### config.mk
export PLATFORM = sky130hd
export DESIGN_NAME = game_turn_controller
export DESIGN_NICKNAME = d
export VERILOG_FILES = /design/src/rtl/game_pkg.sv /design/src/rtl/click_edge_detect.sv /design/src/rtl/game_turn_controller.sv
export SDC_FILE = /design/constraint.sdc
export NUM_CORES = 1
export LEC_CHECK = 0
export ABC_AREA = 1
export CAP_MARGIN = 40
export CORE_ASPECT_RATIO = 2
export CORE_MARGIN = 3
export CORE_UTILIZATION = 28
export DETAILED_ROUTE_END_ITERATION = 8
export PLACE_DENSITY = 0.57
export SLEW_MARGIN = 10
export SYNTH_ARGS = -nofsm -noshare
export SYNTH_HDL_FRONTEND = slang
export SYNTH_SLANG_ARGS = --single-unit
### constraint.sdc
create_clock -name clock -period 1.2 [get_ports clock]
set_input_delay 0.24 -clock clock [delete_from_list [all_inputs] [get_ports clock]]
set_output_delay 0.24 -clock clock [all_outputs]
set_load 0.03 [all_outputs]
### src/rtl/game_pkg.sv
// game_pkg: shared FSM state encoding, default widths and timer sizing for the turn controller
package game_pkg;
  localparam logic [1:0] TURN     = 2'd0;
  localparam logic [1:0] WAIT_ACK = 2'd1;
  localparam logic [1:0] CHECK    = 2'd2;
  localparam logic [1:0] GAMEOVER = 2'd3;
  localparam int PLAYER_W_DEF = 3;
  localparam int COUNT_W = 8;
  function automatic int timer_w(input int timeout);
    return $clog2(timeout) + 1;
  endfunction
endpackage

### src/rtl/click_edge_detect.sv
// click_edge_detect: two-flop synchroniser on the raw mouse button plus a registered rising-edge pulse
//   clock, reset (sync, active-high), click (async raw level) -> click_rise (1-cycle pulse, 3 clocks after raw edge)
module click_edge_detect (
  input  logic clock,
  input  logic reset,
  input  logic click,
  output logic click_rise
);
  logic sync1_q, sync2_q, prev_q, rise_q;
  logic sync1_d, sync2_d, prev_d, rise_d;
  always_comb begin
    sync1_d = click;
    sync2_d = sync1_q;
    prev_d  = sync2_q;
    rise_d  = sync2_q & ~prev_q;
  end
  always_ff @(posedge clock) begin
    if (reset) begin
      sync1_q <= 1'b0;
      sync2_q <= 1'b0;
      prev_q  <= 1'b0;
      rise_q  <= 1'b0;
    end else begin
      sync1_q <= sync1_d;
      sync2_q <= sync2_d;
      prev_q  <= prev_d;
      rise_q  <= rise_d;
    end
  end
  assign click_rise = rise_q;
endmodule

### src/rtl/game_turn_controller.sv
// game_turn_controller: turn sequencer for N-player grid games driven by mouse clicks
//   in : clock, reset (sync, active-high), click (raw button), move_ack/move_nack (board reply),
//        win_signal (valid the cycle after move_ack), new_game (restart pulse)
//   out: player, move_req (pulse), move_count, game_over, draw, winner, timeout (forfeit pulse)
module game_turn_controller
  import game_pkg::*;
#(
  parameter int NUM_PLAYERS     = 2,
  parameter int PLAYER_W        = PLAYER_W_DEF,
  parameter int MAX_MOVES       = 9,
  parameter int MOVE_TIMEOUT    = 0,
  parameter int ALTERNATE_START = 1
) (
  input  logic                clock,
  input  logic                reset,
  input  logic                click,
  input  logic                move_ack,
  input  logic                move_nack,
  input  logic                win_signal,
  input  logic                new_game,
  output logic [PLAYER_W-1:0] player,
  output logic                move_req,
  output logic [7:0]          move_count,
  output logic                game_over,
  output logic                draw,
  output logic [PLAYER_W-1:0] winner,
  output logic                timeout
);
  localparam int TW = timer_w(MOVE_TIMEOUT);
  localparam bit TIMEOUT_EN = MOVE_TIMEOUT > 0;
  localparam logic [TW-1:0] LAST_TICK = TW'(MOVE_TIMEOUT - 1);
  localparam logic [PLAYER_W-1:0] LAST_PLAYER = PLAYER_W'(NUM_PLAYERS - 1);
  localparam logic [COUNT_W-1:0] MAX_COUNT = COUNT_W'(MAX_MOVES);

  logic click_rise;
  logic [1:0] state_q, state_d;
  logic [PLAYER_W-1:0] player_q, player_d, start_q, start_d, winner_q, winner_d;
  logic [COUNT_W-1:0] count_q, count_d;
  logic [TW-1:0] timer_q, timer_d;
  logic move_req_q, move_req_d, draw_q, draw_d, timeout_q, timeout_d;

  click_edge_detect u_click (
    .clock      (clock),
    .reset      (reset),
    .click      (click),
    .click_rise (click_rise)
  );

  function automatic logic [PLAYER_W-1:0] next_player(input logic [PLAYER_W-1:0] p);
    return (p == LAST_PLAYER) ? '0 : p + 1'b1;
  endfunction

  // The turn timer only runs in TURN; every other path leaves it at zero so each
  // fresh turn starts with a full budget.
  always_comb begin
    state_d    = state_q;
    player_d   = player_q;
    start_d    = start_q;
    count_d    = count_q;
    draw_d     = draw_q;
    winner_d   = winner_q;
    move_req_d = 1'b0;
    timeout_d  = 1'b0;
    timer_d    = '0;
    if (new_game) begin
      state_d  = TURN;
      count_d  = '0;
      draw_d   = 1'b0;
      winner_d = '0;
      start_d  = (ALTERNATE_START != 0) ? next_player(start_q) : '0;
      player_d = start_d;
    end else begin
      case (state_q)
        TURN: begin
          if (click_rise) begin
            move_req_d = 1'b1;
            state_d    = WAIT_ACK;
          end else if (TIMEOUT_EN && timer_q == LAST_TICK) begin
            timeout_d = 1'b1;
            player_d  = next_player(player_q);
          end else if (TIMEOUT_EN) begin
            timer_d = timer_q + 1'b1;
          end
        end
        WAIT_ACK: begin
          if (move_nack) begin
            state_d = TURN;
          end else if (move_ack) begin
            count_d = (count_q == MAX_COUNT) ? count_q : count_q + 1'b1;
            state_d = CHECK;
          end
        end
        CHECK: begin
          if (win_signal) begin
            state_d  = GAMEOVER;
            winner_d = player_q;
            draw_d   = 1'b0;
          end else if (count_q == MAX_COUNT) begin
            state_d = GAMEOVER;
            draw_d  = 1'b1;
          end else begin
            player_d = next_player(player_q);
            state_d  = TURN;
          end
        end
        default: ;
      endcase
    end
  end

  always_ff @(posedge clock) begin
    if (reset) begin
      state_q    <= TURN;
      player_q   <= '0;
      start_q    <= '0;
      count_q    <= '0;
      draw_q     <= 1'b0;
      winner_q   <= '0;
      move_req_q <= 1'b0;
      timeout_q  <= 1'b0;
      timer_q    <= '0;
    end else begin
      state_q    <= state_d;
      player_q   <= player_d;
      start_q    <= start_d;
      count_q    <= count_d;
      draw_q     <= draw_d;
      winner_q   <= winner_d;
      move_req_q <= move_req_d;
      timeout_q  <= timeout_d;
      timer_q    <= timer_d;
    end
  end

  assign player     = player_q;
  assign move_req   = move_req_q;
  assign move_count = count_q;
  assign game_over  = state_q == GAMEOVER;
  assign draw       = draw_q;
  assign winner     = winner_q;
  assign timeout    = timeout_q;
endmodule

==> results of run 1 <==
-- through the flow --
stage               util, %  total power [µW]  area (µm²)  hold WS (ns)
floorplan                 -             949.9        1328        0.3470
global placement      39.73              1021        1724        0.3796
detailed placement    39.73              1021        1724        0.3793
CTS                   42.73              1537        1854        0.3917
global route          44.58              1612        1934        0.4094
finish                44.58              1530        1934        0.3926
-- state kept, by name, summed over array words and instances, names as in the netlist, 2 cells and up --
register    count
move_count      8
player          3
start_q         3
state_q         2
winner          3
-- repair_timing --
action                     4_1_cts  5_1_grt
setup endpoints to repair       18       19
gates cloned                     1        0
gates resized for setup         14       22
buffers inserted                 2        2
pin swaps                        6        5
hold buffers                     0        0
-- layout make-up --
type | instances | share of cell area [%]
Clock buffer | 4 | 2.329
Sequential cell | 25 | 26.97
Multi-Input combinational cell | 129 | 42.11
Inverter | 23 | 4.722
Timing Repair Buffer | 48 | 20.38
Tap cell | 54 | 3.493
-- power breakdown --
group / total (µW) / internal [µW] / switching, µW
registers: 853 / 838 / 14.3
clock network: 500 / 238 / 263
logic: 177 / 80.7 / 95.8
-- cells in the mapped netlist (all sizes together) --
master	instances
nand2	50
dfxtp	25
nor2	25
inv	23
a21oi	16
nand3	10
o21ai	10
ha	6
nor3	4
buf	2
or2	2
clkbuf	1
conb	1
nand3b	1
o21bai	1
o22ai	1
xnor2	1
-- final timing paths --
kind	endpoint	slack (ns)	cells after the start
worst max-delay path	game_over	-0.17	4
worst min-delay path	u_click.click_rise	0.39	1
worst max register to register	move_count[6]	-0.12	8
worst min register to register	u_click.click_rise	0.39	1
-- cell families (layout without fill, tap and decap cells) --
family                     Yosys count  count (layout)
and+or+nand+nor                     92              93
xor gates and xnor gates             1               1
adders and majority gates            6               6
buffers and inverters               26              75
DFF                                 25              25
other                                1               1
AOI/OAI and AO/OA                   28              28
-- per-layer routing --
layer / global-route usage [%] / share of wire [%] / up-vias
li1: - / - / 666
met1: 13.91 / 36 / 581
met2: 24.88 / 60 / 18
met3: 1.767 / 2.5 / 5
met4: 6.496 / 1.8 / 0
met5: 0 / 0 / -
==> impl_results.md, run 1 <==
* Status: finished with violations
* Failing checks: negative setup slack
* Crit path required time at ~0.96 ns
* Main area contributors after synthesis: dfxtp_1, nand2_1, inv_1, a21oi_1, ha_1
* Cell count after synthesis at roughly 180
* Multi-input combinational cell area at 814.5 µm²
* Via count at about 1.3k
* Root Driver: clkbuf_8
* Post-synth net total at ~190
* Largest family of logic cells by synthesized area: simple AND/OR/NAND/NOR gates
* Pwr dens at slightly below 800 nW/µm²
* Largest net degree at the start of global routing at 14
* Final HPWL DP at ~2.5 mm
* Simple-Gate Fraction of Synth Area at around a third
* Peak VDD IR at around 0.64 mV
* IO Port Bufs at 23
* Setup WS post-layout at -0.1719 ns
* Max-slew violations at 0
* NumNets Final at 243
* Area share of the largest cell type after synthesis at between 30 and 40%
* Worst Path Buf+Inv at 3
* Die extent in x at roughly 54 µm
* RD Place Congestion at 0.7153
* Leakage power total at about 0.00082 µW
* Tmin final at ~1.4 ns
* Filler instances at between 400 and 500
* WS Path Type: reg -> out
* Max-cap violation count at 0
* Startpoint Class: flop
* Critical path arrival at around 1.1 ns
* Clock transition at the registers of the reported paths at 0.08 ns
* TNS Setup at -1.355 ns
* Register area at between 500 and 600 µm²
* #FFs+latches synth at 25
* Layout area overhead at 52.47%
* Most frequent CP cell: buf_6
* Antenna cells at 0
* Initial Util at between 20 and 30%
* Clock Sinks at 25
* Synth Warn # at 0
* CTS Buf Count at 3
* Pre-CTS WS at -0.2582 ns
* CTS H-Tree Depth at 1
* Cell variety after synth at 28
* Synth Area in XOR/XNOR at less than 1%
* DRT Pass-1 Iters at 4
* Layout Cells excl Fill at between 200 and 300
* Via density at about 4.5
* WL per Instance at 11.23 µm
* Crit Path Max Fanout at 3
* Total Wirelength at about 3.2 mm
* Clk_skew at 0.001588 ns
* Clk_lat worst skew at about 0.27 ns
* CP Capture Type: primary output
* Max incr delay on CP at 0.37 ns
* Mux share of post-synthesis cell area at 0%
* CTS max path bufs at 2
* Die Height at between 100 and 150 µm
* Initial antenna violation count at 0
* RSZ-0062 raised after global routing: yes
* Site Rows at 34
* Antenna-violating nets left at 0
* Core box area at about 4300 µm²
* Post-Syn Area at 1269 µm²
* RR Startpoint: state_q[0]
* Top-Level Pins at 25
* Cells along the critical path: buf_6 -> ha_4 -> buf_6 -> buf_6
* Commonest non-fill, non-tap cells in the layout: nand2_1, buf_4, inv_1
* Grt total ovfl at 0
* First-pass GRT wire length at between 5 and 6 mm
* Mean area per synthesized cell at 7.088 µm²
* Critical-path top delay cell: dfxtp_4
* Hold Violations, Final at 0
* CTS tree: yes
* Share of post-route cells with drive strength above 1 at about 43%
* Fmax at 728.9 MHz
* Die ar. at 5424 µm²
* Min-delay src: u_click.prev_q
* HP Class: reg -> reg
* Critical Path Source: state_q[1]
* Cell family with most CP delay: flip-flops
* Placed instance count at between 200 and 300
* Number of DRC markers in iteration 0 at 15
* Seq/Total Area, Yosys at roughly two fifths
* DRC Markers at 0
* Adder-cell share of the synthesized area at ~5.9%
* Vias in the first global route at roughly 1.2k
* Most common cell after layout, fill and taps aside: nand2_1
* Period utilization at 114.3%
* Final setup fails at 14
* Largest area contributor in the netlist: dfxtp_1
* Compound-Gate Fraction of Synth Area at roughly an eighth
* Total track usage at a little over an eighth
(Power assumes the default switching activity.)
==> run 2: changes to the inputs <==
CORE_MARGIN = 2   (was 3)
SKIP_CTS_REPAIR_TIMING = 1   (was not set)
==> impl_results.md, run 2 (synthesis results as in run 1) <==
* Hold endpoint: u_click.click_rise
* Initial antenna violation count at 0 (unchanged)
* Max incr delay on CP at 0.37 ns (about the same)
* Via count at 1277 (+0.55%)
* Hold Violations, Final at 0 (unchanged)
* Critical path arrival at 1.14 ns (about the same)
* Grt total ovfl at 0 (unchanged)
* Failing checks: negative setup slack
* Site Rows at 34 (unchanged)
* Total track usage at 13.01% (-0.39 points)
* Crit Path Max Fanout at 3 (unchanged)
* Max-cap violation count at 0 (unchanged)
* Period utilization at 115.0% (+0.68 points)
* R2R Setup Slk at -0.14 ns (-0.02 ns)
* Number of DRC markers in iteration 0 at 25 (+10)
* Total Wirelength at 3.175 mm (about the same)
* Layout area overhead at 56.11%
* Peak VDD IR at 0.6414 mV (about the same)
* Worst r2r path cells at 9 (+1)
* Leakage power total at 0.0008363 µW (+2.1%)
* Fmax at 724.6 MHz (-0.59%)
* CP Capture Type: primary output
* Crit path required time at 0.96 ns (about the same)
* Final HPWL DP at 2.391 mm (-3.1%)
* RD Place Congestion at 0.7499 (+4.8%)
* Max-slew violations at 0 (unchanged)
* Tmin final at 1.380 ns (+0.008101 ns)
* Clock transition at the registers of the reported paths at 0.09 ns (about the same)
* CTS Buf Count at 3 (unchanged)
* Status: finished with violations
* Antenna-violating nets left at 0 (unchanged)
* RR Startpoint: state_q[1]
* Die extent in x at 51.60 µm (-3.7%)
* Cells along the critical path: buf_6 -> ha_4 -> buf_6 -> buf_6
* Min-delay src: u_click.prev_q
* HP Class: reg -> reg
* Clk_skew at 0.002971 ns (+0.001383 ns)
* Top-Level Pins at 25 (unchanged)
* Clock Sinks at 25 (unchanged)
* Final setup fails at 14 (unchanged)
* Largest net degree at the start of global routing at 14 (unchanged)
* Commonest non-fill, non-tap cells in the layout: nand2_1, buf_4, inv_1
* IO Port Bufs at 23 (unchanged)
* CTS H-Tree Depth at 1 (unchanged)
* Antenna cells at 0 (unchanged)
* Most frequent CP cell: buf_6
* Die ar. at 5118 µm² (-5.6%)
* Core box area at 4339 µm² (unchanged)
* Fin Hold WS at 0.4024 ns (+0.009791 ns)
* Via density at 4.496 (+0.20%)
* WL per Instance at 11.18 µm (-0.45%)
* Hold depth at 1 (unchanged)
* Pwr dens at 784.8 nW/µm² (-0.76%)
* CTS max path bufs at 2 (unchanged)
* Initial Util at 29.24% (unchanged)
* DRC Markers at 0 (unchanged)
* Share of post-route cells with drive strength above 1 at 46.09% (+3.3 points)
* Placed instance count at 272 (-0.73%)
* Worst Path Buf+Inv at 3 (unchanged)
* Cell family with most CP delay: flip-flops
* CTS tree: yes
* NumNets Final at 244 (+0.41%)
* DRT Pass-1 Iters at 4 (unchanged)
* WS Path Type: reg -> out
* RSZ-0062 raised after global routing: yes
* Root Driver: clkbuf_8
* R2r endpoint: move_count[7]
* Clk_lat worst skew at 0.27 ns (about the same)
* Max reg flops at 8 (unchanged)
* Die Height at 99.20 µm (-2.0%)
* Startpoint Class: flop
* Critical-path top delay cell: dfxtp_4
* Vias in the first global route at 1219 (-1.7%)
* Layout Cells excl Fill at 284 (+0.35%)
* Most common cell after layout, fill and taps aside: nand2_1
* Setup WS post-layout at -0.1800 ns (-0.008101 ns)
* First-pass GRT wire length at 5.133 mm (-4.9%)
[run 2: where the power goes]
group	leakage (µW)	switching, µW	internal (µW)	total (µW)
combinational	0.000604	100	85.7	186
clock	0.0000228	278	238	517
sequential	0.000209	14.8	837	852
total	0.000836	393	1160	1550
[run 2: worst max path at each step]
stage                          start       endpoint  slack, ns  depth (start not counted)
after detailed placement    new_game      player[1]      -0.26                          6
after floorplan           state_q[1]  move_count[1]     -0.009                          8
after global routing      state_q[1]  move_count[0]      -0.22                          9
after global placement      new_game      player[1]      -0.24                          6
after CTS                 state_q[0]      game_over      -0.28                          4
final                     state_q[1]      game_over      -0.18                          4
[run 2: metrics by stage]
step / total power, µW / cell area, µm² / setup TNS [ns] / worst slack, ns / util (%)
floorplan: 949.9 / 1328 / -0.008774 / -0.008774 / -
CTS: 1548 / 1754 / -2.082 / -0.2763 / 40.43
detailed placement: 1023 / 1709 / -3.665 / -0.2559 / 39.39
finish: 1554 / 1981 / -1.280 / -0.1800 / 45.65
global route: 1631 / 1981 / -2.512 / -0.2210 / 45.65
global placement: 1022 / 1709 / -3.681 / -0.2388 / 39.39
[run 2: cell type report]
| cell class | count | area (µm²) |
|---|---|---|
| inverters | 23 | 91.34 |
| clock buffers | 4 | 45.04 |
| fillers | 476 | 2359 |
| repair buffers | 50 | 416.7 |
| multi-input cells | 128 | 835.8 |
| well taps | 54 | 67.56 |
| flip-flops and latches | 25 | 524.3 |
[run 2: routing by layer]
metal	GRT usage [%]	up-vias	part of all wire, %
li1	-	664	-
met1	12.02	591	36
met2	26.43	17	60
met3	1.502	5	2.2
met4	5.466	0	1.9
met5	0	-	0
==> run 3: changes to the inputs <==
CORE_ASPECT_RATIO = not set   (was 2)
==> impl_results.md, run 3 (synthesis results as in run 1) <==
* NumNets Final at 238 (-2.5%)
* Max reg flops at 8 (unchanged)
* Total track usage at 11.89% (-1.1 points)
* Max-cap violation count at 0 (unchanged)
* Peak VDD IR at 0.5034 mV (-22%)
* Top-Level Pins at 25 (unchanged)
* Site Rows at 24 (-29%)
* Crit path required time at 0.96 ns (about the same)
* Failing checks: negative setup slack
* CP Capture Type: primary output
* Critical path arrival at 1.09 ns (-0.05 ns)
* Fin Hold WS at 0.3955 ns (-0.006858 ns)
* Power, Total at 1516 µW (-2.5%)
* HP Class: reg -> reg
* CTS H-Tree Depth at 1 (unchanged)
* Setup WS post-layout at -0.1262 ns (+0.05386 ns)
* Placed instance count at 270 (-0.74%)
* RSZ-0062 raised after global routing: yes
* Clock Sinks at 25 (unchanged)
* First-pass GRT wire length at 4.678 mm (-8.9%)
* Layout area overhead at 44.18%
* Worst r2r path cells at 9 (unchanged)
* Most common cell after layout, fill and taps aside: nand2_1
* Clock transition at the registers of the reported paths at 0.09 ns (about the same)
* RR Startpoint: move_count[1]
* Fmax at 754.0 MHz (+4.1%)
* Filler instances at 453 (-4.8%)
* Final HPWL DP at 2.177 mm (-8.9%)
* Vias in the first global route at 1056 (-13%)
* DRC Markers at 0 (unchanged)
* Clk_skew at 0.002100 ns (-0.0008705 ns)
* Fin util at 42.01% (-3.6 points)
* Die extent in x at 71.32 µm (+38%)
* CTS tree: yes
* Multi-input combinational cell area at 772.0 µm² (-7.6%)
* Layout Cells excl Fill at 276 (-2.8%)
* Commonest non-fill, non-tap cells in the layout: nand2_1, buf_4, inv_1
* CTS max path bufs at 2 (unchanged)
* Largest net degree at the start of global routing at 15 (+1)
* Initial Util at 29.14% (-0.10 points)
* WS Path Type: reg -> out
* Leakage power total at 0.0007835 µW (-6.3%)
* Status: finished with violations
* Crit Path Max Fanout at 3 (unchanged)
* RD Place Congestion at 0.8360 (+11%)
* CTS Buf Count at 3 (unchanged)
* Tmin final at 1.326 ns (-0.05386 ns)
* Die ar. at 5086 µm² (-0.63%)
* CP endpoint: game_over
* WL per Instance at 10.42 µm (-6.8%)
* R2R Setup Slk at -0.07 ns (+0.07 ns)
* Total Wirelength at 2.877 mm (-9.4%)
* Die Height at 71.32 µm (-28%)
* DP Area at 1707 µm² (-0.15%)
* Period utilization at 110.5% (-4.5 points)
* Pwr dens at 828.6 nW/µm² (+5.6%)
* Via count at 1216 (-4.8%)
* Root Driver: clkbuf_8
* Clk_lat worst skew at 0.27 ns (about the same)
* Register area at 518.0 µm² (-1.2%)
* Final Instance Area at 1829 µm² (-7.6%)
* Hold Violations, Final at 0 (unchanged)
* R2r endpoint: move_count[2]
* Antenna cells at 0 (unchanged)
* Grt total ovfl at 0 (unchanged)
* DRT Pass-1 Iters at 4 (unchanged)
* Core box area at 4354 µm² (+0.35%)
* Critical Path Source: state_q[0]
* Number of DRC markers in iteration 0 at 35 (+40%)
* Startpoint Class: flop
* Via density at 4.406 (-2.0%)
* Final setup fails at 16 (+2)
* Initial antenna violation count at 0 (unchanged)
* Share of post-route cells with drive strength above 1 at 38.39% (-7.7 points)
* IO Port Bufs at 23 (unchanged)
* Max-slew violations at 0 (unchanged)
* Antenna-violating nets left at 0 (unchanged)
run 3: cell types whose count changed in the layout (fill, tap and decap cells not counted), sizes merged:
cell	delta
clkbuf	-1
nor2	+1
buf	-7
clkinv	+1
run 3: per-layer routing:
layer  up-vias  global-route usage (%)  wire [µm]
li1        651                       -          -
met1       537                   14.31       1316
met2        24                   20.06       1385
met3         4                   3.094        128
met4         0                   5.031         46
met5         -                       0          0
run 3: worst min-delay path by stage:
stage,start,endpoint,depth (start not counted),slack [ns]
final,u_click.prev_q,u_click.click_rise,1,0.40
after CTS,u_click.prev_q,u_click.click_rise,1,0.40
after global placement,u_click.prev_q,u_click.click_rise,1,0.38
after global routing,u_click.prev_q,u_click.click_rise,1,0.41
after floorplan,click,u_click.sync1_q,2,0.35
after detailed placement,u_click.prev_q,u_click.click_rise,1,0.39
run 3: cell type report:
type	instances	area share, %
multi-input combinational	129	42.20
sequential	25	28.32
timing repair buffer	43	18.67
inverter	23	4.720
tap	52	3.557
clock buffer	3	2.257
clock inverter	1	0.2736
run 3: through the flow:
stage               setup WS [ns]    TNS, ns
floorplan               -0.008774  -0.008774
global route              -0.1851     -2.464
finish                    -0.1262    -0.7544
detailed placement        -0.2483     -3.936
CTS                       -0.1734     -1.457
global placement          -0.2309     -3.699
run 3: where the power goes:
part           total (µW)  internal (µW)  switching (µW)  leakage, µW
Clock                 500            232             267    0.0000255
Combinational         162           73.0            89.4     0.000550
Sequential            853            839            14.1     0.000208
run 3: critical path, stage by stage (launching register included):
cell and delay [ns]:
dfxtp_2 0.37, buf_4 0.11, ha_2 0.20, buf_6 0.14
==> patch, RTL diff (settings of run 3) <==
Remove the register `timeout_q`: a continuous assignment takes its place, so the output `timeout` follows one clock earlier.
--- a/src/rtl/game_turn_controller.sv
+++ b/src/rtl/game_turn_controller.sv
@@ -117,7 +117,6 @@
       draw_q     <= 1'b0;
       winner_q   <= '0;
       move_req_q <= 1'b0;
-      timeout_q  <= 1'b0;
       timer_q    <= '0;
     end else begin
       state_q    <= state_d;
@@ -127,10 +126,11 @@
       draw_q     <= draw_d;
       winner_q   <= winner_d;
       move_req_q <= move_req_d;
-      timeout_q  <= timeout_d;
       timer_q    <= timer_d;
     end
   end
+
+  assign timeout_q = timeout_d;
 
   assign player     = player_q;
   assign move_req   = move_req_q;
Formal check against the unedited RTL: equivalent (Yosys induction, for registers that start in step).
==> patch against run 3 <==
- the flow still finishes with violations (negative setup slack)
- final area rose by 6.0%
- routed wire length down 4.1%
- sequential cell count stayed put
- power down 3.0%
- synthesized area is 0.49% higher
- combinational power is 28% lower
- clock skew shrank 0.00068 ns
- synthesized cell count decreased by 1.7%
- core utilization rose by 2.2 points
- clock power rose by 3%
- worst setup slack gained 0.020 ns
- cell count increased by 0.72%
- critical path depth rose by 6
==> patch: results <==
set metrics [dict create \
    pg_comb_uw 116 \
    final_net_count 240 \
    final-clk-cell-share_pct 2.45 \
    gr-usage-met1_pct 14.3 \
    grt_start_max_net_pins 16 \
    peakVddDrop_mv 0.694 \
    setup_ws_ns -0.106 \
    synth_seq_area_share_pct 39.3 \
    layout.cells.non_filler 278 \
    grt_usage_pct 11.0 \
    clock_skew_ns 0.00142 \
    drive_gt1_share_pct 44.7 \
    post-place-ws_ns -0.240 \
    finalSetupViolCount 15 \
    postPlaceCellArea_mm2 0.00172 \
    dieArea_mm2 0.00511 \
    nonClkBufAreaFrac_pct 19.9 \
    synth_area_per_cell_um2 7.24 \
    gp_congestion 0.819 \
    synth_top_cells_by_area "dfxtp_1, nand2_1, inv_1" \
    routedWlPerCell_um 9.92 \
    first_global_vias 1078 \
    status "finished, violations left" \
    met1_length_um 1290 \
    synth_cell_types 30 \
    register_area_um2 520 \
    power_switching_uw 348 \
    num-nonclk-inverters 30 \
    p_int_uw 1120 \
    utilization_pct 44.2 \
    wl_met3_um 89 \
    place_inst 269 \
    violations "negative setup slack" \
    dr_wl_met2_um 1350 \
    buffers_excl_clock 48 \
    finalSetupTns_ns -0.864 \
    fillers 456 \
    synthTopCellsByCount "nand2_1, dfxtp_1, inv_1" \
    grt_pass1_wl_um 4570 \
    viasPerCell 4.40 \
    worstPathArrival_ns 1.48 \
    dp_hpwl_um 2100 \
    num-multi-input-gates 119 \
]
-- patch: cell count changes after synthesis, sizes merged, moves of 2 or more --
cell   change
nand2      -5
inv        +6
xor2       +2
or2        -2
nor3       -2
nor2       -8
nand3      +2
-- patch: worst paths after layout --
check	start	endpoint	slack [ns]	cells after the start
worst max register to register	state_q[0]	state_q[0]	-0.11	9
worst min-delay path	u_click.prev_q	u_click.click_rise	0.40	1
worst min register to register	u_click.prev_q	u_click.click_rise	0.40	1
worst max-delay path	state_q[0]	state_q[0]	-0.11	9
-- patch: kinds of logic after synthesis --
group,count (synthesis),synth area share [%]
XOR/XNOR,3,2.06
AO/OA/AOI/OAI,30,12.6
flip-flops,25,39.3
adder cells (fa/ha/maj),6,5.89
AND/OR/NAND/NOR,78,28.9
buffers and inverters,33,11.1
other,1,0.294
